==> src/rtl/bcd_pkg.sv <==
// Shared definitions for the digit-serial BCD subtractor datapath.
package bcd_pkg;

  localparam int unsigned DIGIT_W         = 4;
  localparam int unsigned NDIGITS_DEFAULT = 14;
  localparam int unsigned BCD_RADIX       = 10;

  typedef enum logic [1:0] {
    IDLE = 2'd0,
    SUB  = 2'd1,
    NEG  = 2'd2,
    DONE = 2'd3
  } bcd_state_t;

  // Folds a raw (DIGIT_W+1)-bit two's-complement digit difference back into 0..9.
  function automatic logic [DIGIT_W-1:0] bcd_fold(input logic [DIGIT_W:0] diff);
    logic [DIGIT_W:0] adj;
    adj = diff + (DIGIT_W+1)'(BCD_RADIX);
    return diff[DIGIT_W] ? adj[DIGIT_W-1:0] : diff[DIGIT_W-1:0];
  endfunction

endpackage

==> src/rtl/bcd_digit_sub.sv <==
// Combinational single BCD digit subtract: d = a - b - bin, with borrow out.
module bcd_digit_sub
  import bcd_pkg::*;
(
  input  logic [DIGIT_W-1:0] a,
  input  logic [DIGIT_W-1:0] b,
  input  logic               bin,
  output logic [DIGIT_W-1:0] d,
  output logic               bout
);

  logic [DIGIT_W:0] diff;

  // Range of a - b - bin fits in DIGIT_W+1 bits, so the top bit is the sign.
  always_comb begin
    diff = {1'b0, a} - {1'b0, b} - {{DIGIT_W{1'b0}}, bin};
    bout = diff[DIGIT_W];
    d    = bcd_fold(diff);
  end

endmodule

==> src/rtl/bcd_subtractor_serial.sv <==
// Digit-serial BCD subtractor Mr = M1 - M2, LSD first, start/done handshake.
// Optional BCD_SUB_MAGNITUDE_EN: negative results are re-negated to sign-magnitude.
module bcd_subtractor_serial
  import bcd_pkg::*;
#(
  parameter int unsigned NDIGITS = NDIGITS_DEFAULT
)
(
  input  logic                       clk,
  input  logic                       rst,
  input  logic                       start,
  input  logic [DIGIT_W*NDIGITS-1:0] M1,
  input  logic [DIGIT_W*NDIGITS-1:0] M2,
  output logic [DIGIT_W*NDIGITS-1:0] Mr,
  output logic                       neg,
  output logic                       busy,
  output logic                       done
);

  localparam int unsigned W     = DIGIT_W * NDIGITS;
  localparam int unsigned CNT_W = $clog2(NDIGITS + 1);

  bcd_state_t       state_q, state_d;
  logic [W-1:0]     m1_q, m1_d;
  logic [W-1:0]     m2_q, m2_d;
  logic [W-1:0]     mr_q, mr_d;
  logic [CNT_W-1:0] cnt_q, cnt_d;
  logic             br_q, br_d;
  logic             neg_q, neg_d;

  logic [DIGIT_W-1:0] dig_a, dig_b, dig_d;
  logic               dig_bout;

  bcd_digit_sub u_digit (
    .a    (dig_a),
    .b    (dig_b),
    .bin  (br_q),
    .d    (dig_d),
    .bout (dig_bout)
  );

  // The NEG pass reuses the same digit slice with a zero minuend and Mr as subtrahend.
  always_comb begin
    dig_a = '0;
    dig_b = '0;
    for (int unsigned i = 0; i < NDIGITS; i++) begin
      if (cnt_q == CNT_W'(i)) begin
        if (state_q == NEG) begin
          dig_b = mr_q[i*DIGIT_W +: DIGIT_W];
        end else begin
          dig_a = m1_q[i*DIGIT_W +: DIGIT_W];
          dig_b = m2_q[i*DIGIT_W +: DIGIT_W];
        end
      end
    end
  end

  always_comb begin
    state_d = state_q;
    m1_d    = m1_q;
    m2_d    = m2_q;
    mr_d    = mr_q;
    cnt_d   = cnt_q;
    br_d    = br_q;
    neg_d   = neg_q;
    case (state_q)
      IDLE, DONE: begin
        state_d = IDLE;
        if (start) begin
          state_d = SUB;
          m1_d    = M1;
          m2_d    = M2;
          mr_d    = '0;
          cnt_d   = '0;
          br_d    = 1'b0;
          neg_d   = 1'b0;
        end
      end
      SUB: begin
        // One extra cycle at cnt == NDIGITS settles the sign before leaving SUB.
        if (cnt_q == CNT_W'(NDIGITS)) begin
          neg_d = br_q;
`ifdef BCD_SUB_MAGNITUDE_EN
          if (br_q) begin
            state_d = NEG;
            cnt_d   = '0;
            br_d    = 1'b0;
          end else begin
            state_d = DONE;
          end
`else
          state_d = DONE;
`endif
        end else begin
          for (int unsigned i = 0; i < NDIGITS; i++) begin
            if (cnt_q == CNT_W'(i)) mr_d[i*DIGIT_W +: DIGIT_W] = dig_d;
          end
          br_d  = dig_bout;
          cnt_d = cnt_q + CNT_W'(1);
        end
      end
`ifdef BCD_SUB_MAGNITUDE_EN
      NEG: begin
        for (int unsigned i = 0; i < NDIGITS; i++) begin
          if (cnt_q == CNT_W'(i)) mr_d[i*DIGIT_W +: DIGIT_W] = dig_d;
        end
        br_d = dig_bout;
        if (cnt_q == CNT_W'(NDIGITS - 1)) begin
          state_d = DONE;
        end else begin
          cnt_d = cnt_q + CNT_W'(1);
        end
      end
`endif
      default: state_d = IDLE;
    endcase
  end

  always_ff @(posedge clk or posedge rst) begin
    if (rst) begin
      state_q <= IDLE;
      m1_q    <= '0;
      m2_q    <= '0;
      mr_q    <= '0;
      cnt_q   <= '0;
      br_q    <= 1'b0;
      neg_q   <= 1'b0;
    end else begin
      state_q <= state_d;
      m1_q    <= m1_d;
      m2_q    <= m2_d;
      mr_q    <= mr_d;
      cnt_q   <= cnt_d;
      br_q    <= br_d;
      neg_q   <= neg_d;
    end
  end

  always_comb begin
    Mr   = mr_q;
    neg  = neg_q;
    busy = (state_q == SUB) || (state_q == NEG);
    done = (state_q == DONE);
  end

endmodule
==> config.mk <==
export PLATFORM = sky130hd
export DESIGN_NAME = bcd_subtractor_serial
export DESIGN_NICKNAME = d
export VERILOG_FILES = /design/src/rtl/bcd_pkg.sv /design/src/rtl/bcd_digit_sub.sv /design/src/rtl/bcd_subtractor_serial.sv
export SDC_FILE = /design/constraint.sdc
export NUM_CORES = 1
export LEC_CHECK = 0
export BUFFER_PORTS_ARGS = -buffer_cell sky130_fd_sc_hd__buf_2
export CORE_ASPECT_RATIO = 0.5
export CORE_MARGIN = 2
export CORE_UTILIZATION = 50
export CTS_BUF_LIST = sky130_fd_sc_hd__clkbuf_4
export DETAILED_ROUTE_END_ITERATION = 8
export HOLD_SLACK_MARGIN = 0.05
export PLACE_DENSITY = 0.82
export REMOVE_ABC_BUFFERS = 1
export SETUP_SLACK_MARGIN = 0.4
export SLEW_MARGIN = 20
export SYNTH_ARGS = -nofsm -noshare
export SYNTH_HDL_FRONTEND = slang
export SYNTH_SLANG_ARGS = --single-unit
==> constraint.sdc <==
create_clock -name clk -period 6.6 [get_ports clk]
set_clock_uncertainty 0.15 [all_clocks]
set_input_delay 1.32 -clock clk [delete_from_list [all_inputs] [get_ports clk]]
set_output_delay 1.32 -clock clk [all_outputs]
set_load 0.05 [all_outputs]
==> run metrics <==
crit path DAT=5600 ps; Slew @ Worst Pin=964.0 ps; fin area=0.01046 mm²; placed cell count=1168; via count=7171; first-pass iteration count of the detailed router=5; drt wl/cell=20.21 µm; CTS sink count=176; Place WS=1424 ps; total grt overflow=0; Setup crit start kind=flip-flop; RePlAce Congestion=0.9069; sequential share of the synthesized area=48.11%; Psw=2.866 mW; I/O pin cnt=174; final hold violations=0; CTS hold repair buffers=0; Final Setup Violations=0; DR vias/cell=5.976; CP Max Fanout=59; main flop type after synthesis=dfrtp_1; Gate Count Post-Synth=801; layout cell share with drive strength beyond 1=41.41%; final worst path period need=5230 ps; CP bufs+invs=3; Post-route DRC=0; IO buf count=173; synthesized area per cell=11.43 µm²; Clk network pwr share=10.4%; Setup TNS=0 ps; critical path's top delay family=compound AO/OA/AOI/OAI gates; PwrDens=578.9 mW/mm²; slowest CP cell=ha_4; CTS buffer count=17; CTS tree=built; CP Cell Sequence=inv_1 > ha_4 > mux2i_1 > o221a_2 > o21ai_0 > a31oi_1 > o21ai_0 > o21ai_0 > fa_1 > inv_1 > fa_1 > xnor2_1 > ha_1 > a21o_1 > o22ai_1 > a21boi_0 > o21ai_1 > buf_4 > a31oi_1; Post-DRT Antenna Nets=0; # rows=34; status=finished clean; overall power=6.056 mW; die height=99.68 µm; synthesized flop and latch total=176; post-CTS setup buffer count=0; Max VDD drop=0.3526 mV; static leakage=4.646 nW; first-pass GRT wire length=38.69 mm; drt initial violations=588; setup slack after layout=1370 ps; Yosys warnings=0; RSZ-0062 raised after global routing=false; initial core utilization=51.85%; WS Path Type=flip-flop to flip-flop; worst hold path class=flip-flop to flip-flop; largest net degree at the start of global routing=75; hold slack=366.9 ps; internal cell power=3.190 mW; data required time of the critical path=6970 ps; Final Util=59.26%; antenna cells=0; dpl hpwl=17.65 mm; cell mode on critical path=o21ai_0; Period Utilization, post-route=79.24%; vias in the first global route=7215; synthesis-to-layout area growth=14.28%; die area=0.01947 mm²; Chip Width=195.4 µm; combinational power share=59.8%; sw frac=47.33%; final std cells w/o fill=1200; htree depth=4; GRT Util Overall=25.60%; mapped cell area=0.009154 mm²; sequential share of power=29.8%; initial antenna violation count=0; CP endpoint kind=flip-flop; Max Freq=0.1912 GHz; post-cts sizing count=0; post-synthesis async set-or-reset flop share=100.0%; fin nets=1083; CP max stage delay=720 ps; Slew Limit Fails=0; CTS max path bufs=2; Post-Route WL=24.26 mm; DP Area=0.01018 mm²; core area=0.01765 mm²; Max-cap violations=0; slew margin rel.=35.73%; clk root buf=clkbuf_4; Yosys cell types=61; Clock transition at path regs=180 ps; clk_lat worst skew=580 ps; final-layout fill cell count=1477; number of flops mapped to enable cells by yosys=0
==> path summary, 6_finish.rpt <==
kind                                   startpoint                  end  slack (ps)  cells after the start
hold reg to reg               m1_q[9]$_DFFE_PP0P_  m1_q[9]$_DFFE_PP0P_         370                      1
min in group asynchronous                     rst  m1_q[1]$_DFFE_PP0P_         580                      2
setup / recovery           state_q[0]$_DFFE_PP0P_   Mr[15]$_DFFE_PP0P_        1370                     19
hold / removal                m1_q[9]$_DFFE_PP0P_  m1_q[9]$_DFFE_PP0P_         370                      1
max in group asynchronous                     rst  m2_q[1]$_DFFE_PP0P_        4430                      3
setup reg to reg           state_q[0]$_DFFE_PP0P_   Mr[15]$_DFFE_PP0P_        1370                     19
==> power by group through the flow <==
stage / clock, mW / combinational [mW] / sequential, mW
floorplan: 0 / 2.33 / 2.06
detailed placement: 0 / 3.58 / 1.83
CTS: 0.646 / 3.60 / 1.80
finish: 0.630 / 3.62 / 1.81
global route: 0.692 / 3.89 / 1.86
global placement: 0 / 3.46 / 1.81
==> layer usage <==
layer	part of all wire (%)	vias to the layer above	GRT usage, %
met2	47	308	41.15
met3	7.0	27	4.612
li1	-	3253	-
met4	1.2	0	6.694
met1	45	3583	36.14
met5	0	-	0
==> cell usage in the layout, fill, tap and decap left out, types with 6 or more instances in the layout <==
cell	instances
inv_1	32
nand3_1	20
buf_2	173
buf_4	12
o22ai_1	19
o21ai_0	38
nand2b_1	6
a21oi_1	32
nand2_1	32
mux2i_1	36
nor2b_1	13
a21oi_2	7
a31oi_2	10
dfrtp_1	176
inv_6	6
clkbuf_4	17
nand3b_1	9
a31oi_1	17
ha_1	12
nor2_1	32
mux2_2	153
==> logic make-up after synthesis <==
logic type | share of synthesized area (%)
mux | 22.91
compound gates | 13.96
flops | 48.11
simple gates | 8.406
buf+inv | 4.018
fa+ha+maj | 2.214
xor+xnor | 0.3828
==> flip-flops by register name, indices dropped and copies added (netlist names) <==
signal and flops:
m1_q 56, Mr 56, m2_q 56, cnt_q 4, state_q 2, br_q 1
neg 1
==> layout make-up <==
type                    instances  area [µm²]  area share (%)
multi-input cells             540        4402           42.08
flip-flops and latches        176        4404           42.10
inverters                      33       128.9           1.232
clock inverters                15       150.1           1.435
well taps                     234       292.8           2.799
clock buffers                  17       127.6           1.220
repair buffers                185       955.9           9.138
==> synth_stat cells (all sizes together), types with 6 or more instances <==
cell | count | share of area (%)
dfrtp | 176 | 48
mux2 | 153 | 19
o21ai | 43 | 2.4
a21oi | 39 | 2.4
mux2i | 37 | 4.1
buf | 34 | 1.9
inv | 33 | 1.4
nand2 | 33 | 1.4
nor2 | 33 | 1.4
a31oi | 27 | 2.5
nand3 | 20 | 1.1
o22ai | 19 | 1.3
clkbuf | 18 | 0.74
ha | 13 | 1.8
nor2b | 13 | 0.89
nand3b | 9 | 0.74
nand2b | 6 | 0.41
Power figures use the tool's default switching activity.
